--- config.mk ---
export PLATFORM = sky130hd
export DESIGN_NAME = spi_txn_sequencer
export DESIGN_NICKNAME = d
export VERILOG_FILES = /design/src/rtl/spi_txn_sequencer.sv
export SDC_FILE = /design/constraint.sdc
export NUM_CORES = 1
export LEC_CHECK = 0
export ABC_AREA = 1
export BUFFER_PORTS_ARGS = -buffer_cell sky130_fd_sc_hd__buf_2
export CAP_MARGIN = 5
export CORE_MARGIN = 1
export CORE_UTILIZATION = 57
export CTS_CLUSTER_SIZE = 14
export DETAILED_ROUTE_END_ITERATION = 10
export PLACE_DENSITY = 0.79
export RECOVER_POWER = 25
export SLEW_MARGIN = 25
export SYNTH_ARGS = -nofsm -noshare
export SYNTH_HDL_FRONTEND = slang
export SYNTH_SLANG_ARGS = --single-unit
--- constraint.sdc ---
create_clock -name clk -period 2.5 [get_ports clk]
set_input_delay 0.375 -clock clk [delete_from_list [all_inputs] [get_ports clk]]
set_output_delay 0.375 -clock clk [all_outputs]
set_load 0.1 [all_outputs]
--- src/rtl/spi_txn_sequencer.sv ---
// rtl/spi_txn_sequencer.sv - request FIFO and chip-select sequencer in front of the three-slave SPI top
//
// Ports:
//   clk, rst                       clock, synchronous active-low reset
//   req_valid/req_ready            request handshake; req_slave (1..3, 0 illegal), req_data
//   rsp_valid/rsp_ready            response handshake; rsp_slave, rsp_data, rsp_err
//   cs1, cs2, cs3                  active-low chip selects, at most one low at a time
//   master_data, master_r          word sent to / received from the SPI master
//   busy                           FSM not idle or requests still queued
module spi_txn_sequencer #(
  parameter int XFER_CYCLES = 17,
  parameter int GAP_CYCLES  = 2,
  parameter int FIFO_DEPTH  = 4
) (
  input  logic        clk,
  input  logic        rst,
  input  logic        req_valid,
  output logic        req_ready,
  input  logic [1:0]  req_slave,
  input  logic [15:0] req_data,
  output logic        rsp_valid,
  input  logic        rsp_ready,
  output logic [1:0]  rsp_slave,
  output logic [15:0] rsp_data,
  output logic        rsp_err,
  output logic        cs1,
  output logic        cs2,
  output logic        cs3,
  output logic [15:0] master_data,
  input  logic [15:0] master_r,
  output logic        busy
);

  localparam int AW = $clog2(FIFO_DEPTH);
  localparam int CW = AW + 1;
  localparam logic [7:0]    XFER_LOAD  = 8'(XFER_CYCLES - 1);
  localparam logic [3:0]    GAP_LOAD   = 4'(GAP_CYCLES - 1);
  localparam logic [CW-1:0] FULL_COUNT = CW'(FIFO_DEPTH);

  typedef enum logic [2:0] {
    S_IDLE    = 3'd0,
    S_SETUP   = 3'd1,
    S_XFER    = 3'd2,
    S_CAPTURE = 3'd3,
    S_RESP    = 3'd4,
    S_GAP     = 3'd5
  } state_e;

  state_e state_q, state_d;

  // request FIFO
  logic [1:0]    fifo_slave_q [FIFO_DEPTH];
  logic [15:0]   fifo_data_q  [FIFO_DEPTH];
  logic [AW-1:0] wr_ptr_q, rd_ptr_q;
  logic [CW-1:0] count_q;
  logic          push, pop, empty, full;
  logic [1:0]    head_slave;
  logic [15:0]   head_data;

  // transfer bookkeeping
  logic [7:0]  xfer_cnt_q, xfer_cnt_d;
  logic [3:0]  gap_cnt_q, gap_cnt_d;
  logic [1:0]  slave_q, slave_d;
  logic        err_q, err_d;

  // registered outputs
  logic        cs1_q, cs1_d, cs2_q, cs2_d, cs3_q, cs3_d;
  logic [15:0] master_data_q, master_data_d;
  logic        rsp_valid_q, rsp_valid_d;
  logic [1:0]  rsp_slave_q, rsp_slave_d;
  logic [15:0] rsp_data_q, rsp_data_d;
  logic        rsp_err_q, rsp_err_d;

  assign empty      = (count_q == '0);
  assign full       = (count_q == FULL_COUNT);
  assign req_ready  = !full;
  assign push       = req_valid && !full;
  assign pop        = (state_q == S_IDLE) && !empty;
  assign head_slave = fifo_slave_q[rd_ptr_q];
  assign head_data  = fifo_data_q[rd_ptr_q];
  assign busy       = (state_q != S_IDLE) || !empty;

  // FIFO storage needs no reset: count_q alone decides what is valid
  always_ff @(posedge clk) begin
    if (push) begin
      fifo_slave_q[wr_ptr_q] <= req_slave;
      fifo_data_q[wr_ptr_q]  <= req_data;
    end
  end

  always_ff @(posedge clk) begin
    if (!rst) begin
      wr_ptr_q <= '0;
      rd_ptr_q <= '0;
      count_q  <= '0;
    end else begin
      if (push) wr_ptr_q <= wr_ptr_q + AW'(1);
      if (pop)  rd_ptr_q <= rd_ptr_q + AW'(1);
      case ({push, pop})
        2'b10:   count_q <= count_q + CW'(1);
        2'b01:   count_q <= count_q - CW'(1);
        default: count_q <= count_q;
      endcase
    end
  end

  // state register
  always_ff @(posedge clk) begin
    if (!rst) begin
      state_q       <= S_IDLE;
      xfer_cnt_q    <= '0;
      gap_cnt_q     <= '0;
      slave_q       <= '0;
      err_q         <= 1'b0;
      cs1_q         <= 1'b1;
      cs2_q         <= 1'b1;
      cs3_q         <= 1'b1;
      master_data_q <= '0;
      rsp_valid_q   <= 1'b0;
      rsp_slave_q   <= '0;
      rsp_data_q    <= '0;
      rsp_err_q     <= 1'b0;
    end else begin
      state_q       <= state_d;
      xfer_cnt_q    <= xfer_cnt_d;
      gap_cnt_q     <= gap_cnt_d;
      slave_q       <= slave_d;
      err_q         <= err_d;
      cs1_q         <= cs1_d;
      cs2_q         <= cs2_d;
      cs3_q         <= cs3_d;
      master_data_q <= master_data_d;
      rsp_valid_q   <= rsp_valid_d;
      rsp_slave_q   <= rsp_slave_d;
      rsp_data_q    <= rsp_data_d;
      rsp_err_q     <= rsp_err_d;
    end
  end

  // next-state logic
  always_comb begin
    state_d    = state_q;
    xfer_cnt_d = xfer_cnt_q;
    gap_cnt_d  = gap_cnt_q;
    case (state_q)
      S_IDLE: begin
        // slave 0 skips the bus entirely and only produces an error response
        if (pop) state_d = (head_slave == 2'd0) ? S_RESP : S_SETUP;
      end
      S_SETUP: begin
        state_d    = S_XFER;
        xfer_cnt_d = XFER_LOAD;
      end
      S_XFER: begin
        if (xfer_cnt_q == 8'd0) state_d = S_CAPTURE;
        else                    xfer_cnt_d = xfer_cnt_q - 8'd1;
      end
      S_CAPTURE: state_d = S_RESP;
      S_RESP: begin
        if (rsp_valid_q && rsp_ready) begin
          state_d   = S_GAP;
          gap_cnt_d = GAP_LOAD;
        end
      end
      S_GAP: begin
        if (gap_cnt_q == 4'd0) state_d = S_IDLE;
        else                   gap_cnt_d = gap_cnt_q - 4'd1;
      end
      default: state_d = S_IDLE;
    endcase
  end

  // output logic: next values of the registered outputs
  always_comb begin
    slave_d       = slave_q;
    err_d         = err_q;
    master_data_d = master_data_q;
    rsp_valid_d   = rsp_valid_q;
    rsp_slave_d   = rsp_slave_q;
    rsp_data_d    = rsp_data_q;
    rsp_err_d     = rsp_err_q;
    cs1_d         = 1'b1;
    cs2_d         = 1'b1;
    cs3_d         = 1'b1;

    if (pop) begin
      slave_d = head_slave;
      err_d   = (head_slave == 2'd0);
      // word is on master_data for the whole SETUP cycle
      if (head_slave != 2'd0) master_data_d = head_data;
    end

    // single decode of one latched slave id keeps the selects mutually exclusive
    if (state_d == S_XFER) begin
      case (slave_q)
        2'd1:    cs1_d = 1'b0;
        2'd2:    cs2_d = 1'b0;
        2'd3:    cs3_d = 1'b0;
        default: ;
      endcase
    end

    case (state_q)
      S_CAPTURE: begin
        rsp_valid_d = 1'b1;
        rsp_data_d  = master_r;
        rsp_slave_d = slave_q;
        rsp_err_d   = 1'b0;
      end
      S_RESP: begin
        // the error path enters RESP without a response; build it on the first cycle
        if (!rsp_valid_q) begin
          rsp_valid_d = 1'b1;
          rsp_data_d  = '0;
          rsp_slave_d = slave_q;
          rsp_err_d   = err_q;
        end else if (rsp_ready) begin
          rsp_valid_d = 1'b0;
        end
      end
      default: ;
    endcase
  end

  assign cs1         = cs1_q;
  assign cs2         = cs2_q;
  assign cs3         = cs3_q;
  assign master_data = master_data_q;
  assign rsp_valid   = rsp_valid_q;
  assign rsp_slave   = rsp_slave_q;
  assign rsp_data    = rsp_data_q;
  assign rsp_err     = rsp_err_q;

endmodule

==> impl_metrics.yaml, run 1 <==
outcome:
  status: "finished, final reports clean"
timing:
  worst-slew-pin-transition_ns: 0.552
  fmax_mhz: 474
  setup-tns-final_ns: 0
  fin_worst_skew_ns: 0.00861
  final_hold_viol_count: 0
  rsz0062_at_grt: "no"
  setup_viol: 0
  maxSlewViolCount: 0
  slew_headroom: 0.632
  fin_crit_sh: 0.845
  timing.final.ws_setup_ns: 0.388
  period_minus_slack_ns: 2.11
clocking:
  cts_setup_buffers: 0
  htreeDepth: 4
  clkTransAtPathRegs_ns: 0.06
  cts.sinks: 138
  post_cts_resize_count: 0
  root_buffer: "clkbuf_8"
  hold_buffers: 0
  clock_latency_ns: 0.51
  cts_buffers: 17
  cts_tree: "done"
  cts.path.max_buffers: 2
critical_path:
  cp.required_ns: 2.12
  worstPathArrival_ns: 1.74
  critPathKind: "flip-flop to output port"
  worstSetupEndpointType: "output port"
  critPathLaunchType: "flip-flop"
  crit_fanout: 4
routing:
  drt_iter0_drc: 232
  routedWlPerCell_microns: 15.3
  vias: 4200
  drc: 0
  viasPerCell: 5.45
  drt_wl_total_microns: 11800
  dr.pass1.iters: 4
  ant_nets: 0
grt:
  grt_max_degree: 37
  grt.overflow.total: 0
  grt_use_total: 0.248
  antenna_found_initial: 0
  grt_pass1_wl_microns: 19000
  grt_pass1_vias: 4080
final_layout:
  fin_area_sq_um: 6650
  area_delta_synth_final_pct: 19.3
  final_util: 0.709
  fillers: 688
  nNetsFinal: 675
  num_antenna_cells: 0
  final-seq-area_sq_um: 3480
  multi_input_area_sq_um: 1800
  drive_above_1_share: 0.236
floorplan:
  dieArea_sq_um: 10200
  die_y_microns: 101
  io_pins: 79
  die_w_microns: 101
  num_rows: 35
  core-area_sq_um: 9370
  start_util: 0.594
job:
  cap_viol_max_count: 0
power:
  ir_drop_mv: 1.07
  p_leak_nw: 2.57
  power_density_nw_per_um2: 1330
  fin_total_pwr_mw: 8.83
yosys:
  syn_area_sq_um: 5570
  synth_edf_count: 72
  syn_nets: 590
  ys_types: 35
  postSynthAreaPerCell_sq_um: 10.3
  synth_ff_type: "edfxtp_1"
  synthCells: 543
  ys_warn_count: 0
  synthArstFlopShare: 0
  ys_seq_elements: 138
  yosysSeqAreaShare: 0.625
min_path:
  hp-class: "input pin to flip-flop"
place:
  dpl.hpwl_microns: 7230
  numPortBuffers: 78
  routabilityCongestion: 0.882
  dpl_cell_area_sq_um: 6060
  dpl_worst_slack_ns: 0.458
sequential cells by signal, indices dropped and copies added, names as in the netlist, 2 cells and up, named ones only:
signal / count
count_q: 3
fifo_data_q: 64
fifo_slave_q: 8
gap_cnt_q: 4
master_data: 16
rd_ptr_q: 2
rsp_data: 16
rsp_slave: 2
slave_q: 2
state_q: 3
wr_ptr_q: 2
xfer_cnt_q: 8
power breakdown:
| group | internal (mW) | switching (mW) | leakage, nW |
|---|---|---|---|
| Combinational | 0.722 | 2.65 | 1.08 |
| Sequential | 2.76 | 0.198 | 1.20 |
| Clock | 1.54 | 0.964 | 0.291 |
| Total | 5.02 | 3.81 | 2.57 |
final timing paths:
| path | from | endpoint | slack, ns | cells past startpoint |
|---|---|---|---|---|
| min reg2reg | slave_q[0] | cs3 | 0.45 | 1 |
| max reg2reg | state_q[2] | count_q[2] | 0.46 | 10 |
| min | master_r[14] | rsp_data[14] | 0.11 | 3 |
| max | count_q[0] | busy | 0.39 | 3 |
placed cells by master (no fill, tap or decap), types with 13 or more instances in the layout:
cell       netlist  layout
nor2_1          85      85
o21ai_0         59      59
buf_2            3      61
edfxtp_1        72      72
o22ai_1         16      16
nand3_1         27      26
dfxtp_1         66      66
clkbuf_1        10      18
nand2_1         59      59
clkbuf_16        0      16
a21oi_1         32      32
inv_1           30      30
nand3_2         12      13
cells in the mapped netlist, drive strengths merged (4+ instances only):
cell type | n | area share
nor2 | 97 | 0.072
inv | 39 | 0.027
clkbuf | 10 | 0.0067
ha | 8 | 0.018
nor3 | 4 | 0.0056
o22ai | 16 | 0.018
nand3 | 39 | 0.046
dfxtp | 66 | 0.24
edfxtp | 72 | 0.39
a21oi | 41 | 0.043
buf | 13 | 0.019
o21ai | 64 | 0.058
nand2 | 62 | 0.044
through the flow:
stage | instances | hold slack (ns)
4_1_cts | 770 | 0.0548
6_report | 770 | 0.112
5_1_grt | 770 | 0.101
3_5_place_dp | 738 | 0.430
3_3_place_gp | 738 | 0.422
2_1_floorplan | 543 | 0.390
kinds of logic (layout without fill, tap and decap cells):
| group | count (synthesis) | after routing | share of synthesized area |
|---|---|---|---|
| XOR/XNOR | 2 | 2 | 0.00315 |
| adder cells (fa/ha/maj) | 9 | 9 | 0.0216 |
| flip-flops | 138 | 138 | 0.625 |
| AO/OA/AOI/OAI | 123 | 123 | 0.121 |
| buffers and inverters | 62 | 160 | 0.0526 |
| AND/OR/NAND/NOR | 209 | 209 | 0.176 |
critical path: stages (launching register included):
cell,delay [ns]
dfxtp_1,0.33
nor3_1,0.40
nand4_1,0.16
buf_2,0.33
area by class of cell:
cell class	count	area share
sequential	138	0.524
multi-input combinational	343	0.271
timing repair buffer	89	0.0680
clock buffer	18	0.0629
clock inverter	14	0.0279
tap	129	0.0243
inverter	39	0.0224
metal layers:
layer	vias to the layer above	wire length, microns	track usage
li1	2034	-	-
met1	2004	4930	0.306
met2	148	5930	0.419
met3	14	772	0.0527
met4	0	170	0.115
met5	-	0	0
Note: power is estimated with default switching activity, not from simulation.
==> run 2: changes to the inputs <==
--- a/config.mk
+++ b/config.mk
@@ -5,14 +5,14 @@
 export SDC_FILE = /design/constraint.sdc
 export NUM_CORES = 1
 export LEC_CHECK = 0
-export ABC_AREA = 1
+export ABC_AREA = 0
 export BUFFER_PORTS_ARGS = -buffer_cell sky130_fd_sc_hd__buf_2
 export CAP_MARGIN = 5
 export CORE_MARGIN = 1
-export CORE_UTILIZATION = 57
+export CORE_UTILIZATION = 51
 export CTS_CLUSTER_SIZE = 14
 export DETAILED_ROUTE_END_ITERATION = 10
-export PLACE_DENSITY = 0.79
+export PLACE_DENSITY = 0.75
 export RECOVER_POWER = 25
 export SLEW_MARGIN = 25
 export SYNTH_ARGS = -nofsm -noshare
==> constraint.sdc (replaced) <==
create_clock -name clk -period 1.89 [get_ports clk]
set_input_delay 0.2835 -clock clk [delete_from_list [all_inputs] [get_ports clk]]
set_output_delay 0.2835 -clock clk [all_outputs]
set_load 0.1 [all_outputs]
==> run 2 against run 1 <==
Compared with the run above: the run now ends with negative setup slack left; hold slack worse by 0.094 ns; via count is 15% lower; first-iteration DRC count down 22%; critical path depth grew 6; non-clock buffer count up 40; die area up 7.1%; highest routed layer unchanged; final cell count decreased by 13%; synthesized cell count shrank 26%.
==> impl_metrics.yaml, run 2 <==
outcome:
  status: "finished, violations left"
  violations: "negative setup slack"
yosys:
  synthArstFlopShare: 0
  synth_ff_type: "edfxtp_1"
  yosys-top-cells-area: "edfxtp_1 40%, dfxtp_1 25%, mux4_2 7.6%"
  synth_edf_count: 72
  synthCells: 402
  ys_seq_elements: 138
  synth_top_area_share: 0.405
  yosys.area.top_type: "edfxtp_1"
  syn_area_sq_um: 5340
  ys_types: 50
  ys_warn_count: 0
  synth_most_common_cell: "edfxtp_1"
  yosysSeqAreaShare: 0.652
  postSynthAreaPerCell_sq_um: 13.3
  syn_nets: 449
  netlist_top_cells_count: "72 x edfxtp_1, 66 x dfxtp_1, 36 x nor2_1"
min_path:
  hp-class: "input pin to flip-flop"
floorplan:
  dieArea_sq_um: 10900
  start_util: 0.537
  die_y_microns: 104
  core-area_sq_um: 9950
  io_pins: 79
  die_w_microns: 104
  num_rows: 36
power:
  p_leak_nw: 2.67
  p_comb_frac: 0.401
  internal-power_mw: 7.40
  p_switching_mw: 4.71
  seq_power_share: 0.333
  ir_drop_mv: 0.905
  power_density_nw_per_um2: 1740
  fin_total_pwr_mw: 12.1
  pwr-share-clk: 0.265
  swShare: 0.389
critical_path:
  worstSetupEndpointType: "flip-flop"
  critPathKind: "flip-flop to flip-flop"
  worstPathArrival_ns: 2.57
  cp.required_ns: 2.34
  critPathLaunchType: "flip-flop"
  cp_slowest_cell: "or3b_4"
  path_cells: "or3b_4 -> and2_4 -> inv_4 -> ha_4 -> inv_2 -> fa_2 -> xor2_1 -> or3_1 -> a21oi_2"
  crit_fanout: 2
  cp_slowest_stage_delay_ns: 0.40
clocking:
  cts.sinks: 138
  cts_tree: "done"
  cts_buffers: 17
  htreeDepth: 4
  clock_latency_ns: 0.52
  cts.path.max_buffers: 2
  root_buffer: "clkbuf_8"
  clkTransAtPathRegs_ns: 0.06
grt:
  grtUsageMet2: 0.360
  grt_pass1_vias: 3564
  grt.overflow.total: 0
  grt_use_total: 0.213
  top_usage_layer: "met2"
  grt_max_degree: 34
  grt_pass1_wl_microns: 17500
  antenna_found_initial: 0
  grt_use_met3: 0.0558
  grt_util_met1: 0.254
final_layout:
  num_antenna_cells: 0
  top_register: "fifo_data_q"
  final_util: 0.697
  drive_above_1_share: 0.310
  nNetsFinal: 573
  layout_commonest_cell: "edfxtp_1"
  largest_reg_flops: 64
  area_delta_synth_final_pct: 29.9
  most-common-layout-cells: "72 x edfxtp_1, 60 x dfxtp_1, 60 x buf_2"
  finalNonFillerCells: 672
  fin_area_sq_um: 6940
routing:
  vias: 3585
  dr.pass1.iters: 7
  drc: 0
  ant_nets: 0
  viasPerCell: 5.33
  drt_iter0_drc: 180
  routedWlPerCell_microns: 16.5
  drt_wl_total_microns: 11100
timing:
  slew_headroom: 0.662
  setup-tns-final_ns: -0.476
  worst-slew-pin-transition_ns: 0.494
  fmax_mhz: 472
  rsz0062_at_grt: "yes"
  fin_worst_skew_ns: 0.00906
  period_minus_slack_ns: 2.12
  setup_viol: 3
  final_hold_viol_count: 0
  hold_slack_ns: 0.0177
  timing.final.ws_setup_ns: -0.228
  maxSlewViolCount: 0
  fin_crit_sh: 1.12
place:
  dp_cells: 613
  routabilityCongestion: 0.787
  dpl.hpwl_microns: 6530
  dpl_cell_area_sq_um: 6020
  dpl_worst_slack_ns: -0.224
  numPortBuffers: 78
job:
  cap_viol_max_count: 0
[run 2: cell families after synthesis]
family,count (synthesis),share of synthesized area
xor+xnor,10,0.0164
flops,138,0.652
fa+ha+maj,9,0.0225
mux,24,0.0871
compound gates,57,0.0721
buf+inv,37,0.0281
simple gates,127,0.122
[run 2: critical path: cells and delay by family, from the launching register on]
kind | cells | cell delay [ns]
flops | 1 | 0.32
buf+inv | 2 | 0.09
fa+ha+maj | 2 | 0.44
xor+xnor | 1 | 0.17
compound gates | 1 | 0.13
simple gates | 3 | 0.90
[run 2: area by class of cell]
cell class                      instances  area [sq um]
Multi-Input combinational cell        227          1790
Timing Repair Buffer                  129           871
Clock inverter                         11           143
Fill cell                             658          3010
Clock buffer                           21           429
Inverter                               13          51.3
Tap cell                              133           166
Sequential cell                       138          3490
[run 2: final timing paths]
check / startpoint / cells past startpoint / slack (ns) / endpoint
worst max-delay path: count_q[1] / 9 / -0.23 / count_q[2]
worst min-delay path: master_r[0] / 3 / 0.02 / rsp_data[0]
worst min register to register: slave_q[0] / 1 / 0.45 / cs3
worst max register to register: count_q[1] / 9 / -0.23 / count_q[2]
[run 2: what timing repair did]
| action | CTS | global route |
|---|---|---|
| setup buffers | 1 | 4 |
| gates resized for setup | 10 | 19 |
| hold buffers | 22 | 0 |
| hold endpoints to repair | 76 | 0 |
| pin swaps | 3 | 3 |
| endpoints found under the setup margin | 4 | 24 |
[run 2: layer usage]
layer	part of all wire	wire length [microns]
met4	0.017	184
met2	0.52	5770
met5	0	0
met3	0.041	457
met1	0.42	4660
[run 2: power by group through the flow]
stage	clock [mW]	combinational, mW	sequential [mW]
2_1_floorplan	0	2.06	5.33
3_3_place_gp	0	4.20	4.04
3_5_place_dp	0	4.27	4.08
4_1_cts	3.26	4.54	4.02
5_1_grt	3.40	5.14	4.09
6_report	3.21	4.86	4.04
==> run 3: changes to the inputs <==
--- a/config.mk
+++ b/config.mk
@@ -9,11 +9,11 @@
 export BUFFER_PORTS_ARGS = -buffer_cell sky130_fd_sc_hd__buf_2
 export CAP_MARGIN = 5
 export CORE_MARGIN = 1
-export CORE_UTILIZATION = 51
+export CORE_UTILIZATION = 56
 export CTS_CLUSTER_SIZE = 14
 export DETAILED_ROUTE_END_ITERATION = 10
-export PLACE_DENSITY = 0.75
-export RECOVER_POWER = 25
+export PLACE_DENSITY = 0.79
+export RECOVER_POWER = 50
 export SLEW_MARGIN = 25
 export SYNTH_ARGS = -nofsm -noshare
 export SYNTH_HDL_FRONTEND = slang
==> constraint.sdc (replaced) <==
create_clock -name clk -period 2.42 [get_ports clk]
set_input_delay 0.363 -clock clk [delete_from_list [all_inputs] [get_ports clk]]
set_output_delay 0.363 -clock clk [all_outputs]
set_load 0.1 [all_outputs]
==> run 3 against run 2 <==
Compared with the run above: largest power group unchanged; first-iteration DRC count shrank 7.8%; core utilization rose by 0.19 points; via count shrank 1.8%; the run now ends clean.
==> impl_metrics.yaml, run 3 (synthesis gave the netlist of run 2 again) <==
outcome:
  status: "finished, final reports clean"
clocking:
  cts_buffers: 17
  cts.path.max_buffers: 2
  cts_setup_buffers: 0
  cts_tree: "done"
  htreeDepth: 4
  clock_latency_ns: 0.52
  cts.sinks: 138
  clkTransAtPathRegs_ns: 0.06
  root_buffer: "clkbuf_8"
final_layout:
  num_antenna_cells: 0
  area_delta_synth_final_pct: 20.9
  top_register: "fifo_data_q"
  largest_reg_flops: 64
  fillers: 635
  most-common-layout-cells: "72 x edfxtp_1, 65 x dfxtp_1, 60 x buf_2"
  layout_commonest_cell: "edfxtp_1"
  drive_above_1_share: 0.268
  nNetsFinal: 537
power:
  internal-power_mw: 5.29
  ir_drop_mv: 0.712
  swShare: 0.402
  fin_total_pwr_mw: 8.84
  p_switching_mw: 3.56
  power_density_nw_per_um2: 1370
  p_comb_frac: 0.359
  seq_power_share: 0.359
  p_leak_nw: 2.44
  pwr-share-clk: 0.282
place:
  numPortBuffers: 78
  routabilityCongestion: 0.779
  dpl.hpwl_microns: 6440
routing:
  drt_iter0_drc: 166
  vias: 3521
  met1_length_microns: 4230
  wl_met3_microns: 528
  routedWlPerCell_microns: 16.3
  drt_wl_total_microns: 10300
  dr.pass1.iters: 6
  top_layer_used: "met4"
  ant_nets: 0
  drc: 0
  viasPerCell: 5.57
  dr_wl_met2_microns: 5360
critical_path:
  cp.required_ns: 2.86
  worstSetupEndpointType: "flip-flop"
  critPathKind: "flip-flop to flip-flop"
  worstPathArrival_ns: 2.76
  critPathLaunchType: "flip-flop"
  crit_fanout: 6
floorplan:
  core-area_sq_um: 9240
  io_pins: 79
  dieArea_sq_um: 9930
  die_y_microns: 99.7
  start_util: 0.578
  die_w_microns: 99.7
  num_rows: 35
timing:
  fin_worst_skew_ns: 0.0185
  worst-slew-pin-transition_ns: 1.22
  slew_headroom: 0.190
  setup_viol: 0
  setup-tns-final_ns: 0
  period_minus_slack_ns: 2.32
  maxSlewViolCount: 0
  rsz0062_at_grt: "no"
  final_hold_viol_count: 0
  fin_crit_sh: 0.960
  fmax_mhz: 431
job:
  cap_viol_max_count: 0
min_path:
  hp-class: "input pin to flip-flop"
grt:
  grt_pass1_wl_microns: 16300
  grt_use_total: 0.220
  grt.overflow.total: 0
  antenna_found_initial: 0
  grt_pass1_vias: 3360
  grt_max_degree: 34
-- run 3: changes by cell type in the layout (fill, tap and decap cells not counted), sizes merged --
cell	previous run	this run
buf	91	71
bufinv	3	2
clkbuf	37	40
clkinv	5	6
clkinvlp	0	3
dlygate4sd3	22	0
-- run 3: repair_timing --
| action | CTS | global route |
|---|---|---|
| resized for setup | 0 | 3 |
| setup endpoints to repair | 0 | 1 |
| hold buffers | 0 | 0 |
-- run 3: worst paths after layout --
path	from	endpoint	slack (ns)	depth (start not counted)
setup / recovery	count_q[1]	count_q[2]	0.1	9
hold / removal	req_data[0]	fifo_data_q[0][0]	0.09	1
setup reg to reg	count_q[1]	count_q[2]	0.1	9
hold reg to reg	slave_q[0]	cs3	0.45	1
-- run 3: through the flow --
step                std cells  cell area [sq um]  hold WS, ns   util  worst slack (ns)
CTS                       632               6490       0.0359  0.703            0.0381
global placement          600               5910        0.435  0.639             0.175
detailed placement        600               5910        0.445  0.639            0.0553
floorplan                 402               5340        0.402      -           0.00965
global route              632               6460       0.0878  0.699           0.00382
finish                    632               6460       0.0935  0.699            0.0974
-- run 3: final cells by class --
type / instances / area (sq um) / share of cell area
flip-flops and latches: 138 / 3480 / 0.539
repair buffers: 93 / 465 / 0.0721
well taps: 129 / 161 / 0.0250
inverters: 13 / 48.8 / 0.00755
clock buffers: 18 / 418 / 0.0647
clock inverters: 14 / 166 / 0.0258
multi-input cells: 227 / 1720 / 0.266
-- run 3: power groups by stage --
| stage | Clock [mW] | Sequential (mW) | Combinational, mW |
|---|---|---|---|
| CTS | 2.54 | 3.16 | 3.19 |
| finish | 2.50 | 3.17 | 3.18 |
| global route | 2.64 | 3.22 | 3.38 |
| global placement | 0 | 3.17 | 3.10 |
| floorplan | 0 | 4.16 | 1.56 |
| detailed placement | 0 | 3.20 | 3.16 |
-- run 3: metal layers --
metal	global-route usage	up-vias
met5	0	-
met4	0.101	0
met3	0.0541	17
met2	0.384	118
met1	0.258	1722
li1	-	1664
-- run 3: worst max-delay path: stages, from the launching register on --
cell and delay, ns:
dfxtp_1 0.33, or3b_4 0.43, and2_4 0.18, inv_1 0.08, ha_2 0.19, inv_1 0.05, fa_1 0.38, xor2_1 0.17
or3_1 0.31, a21oi_1 0.13
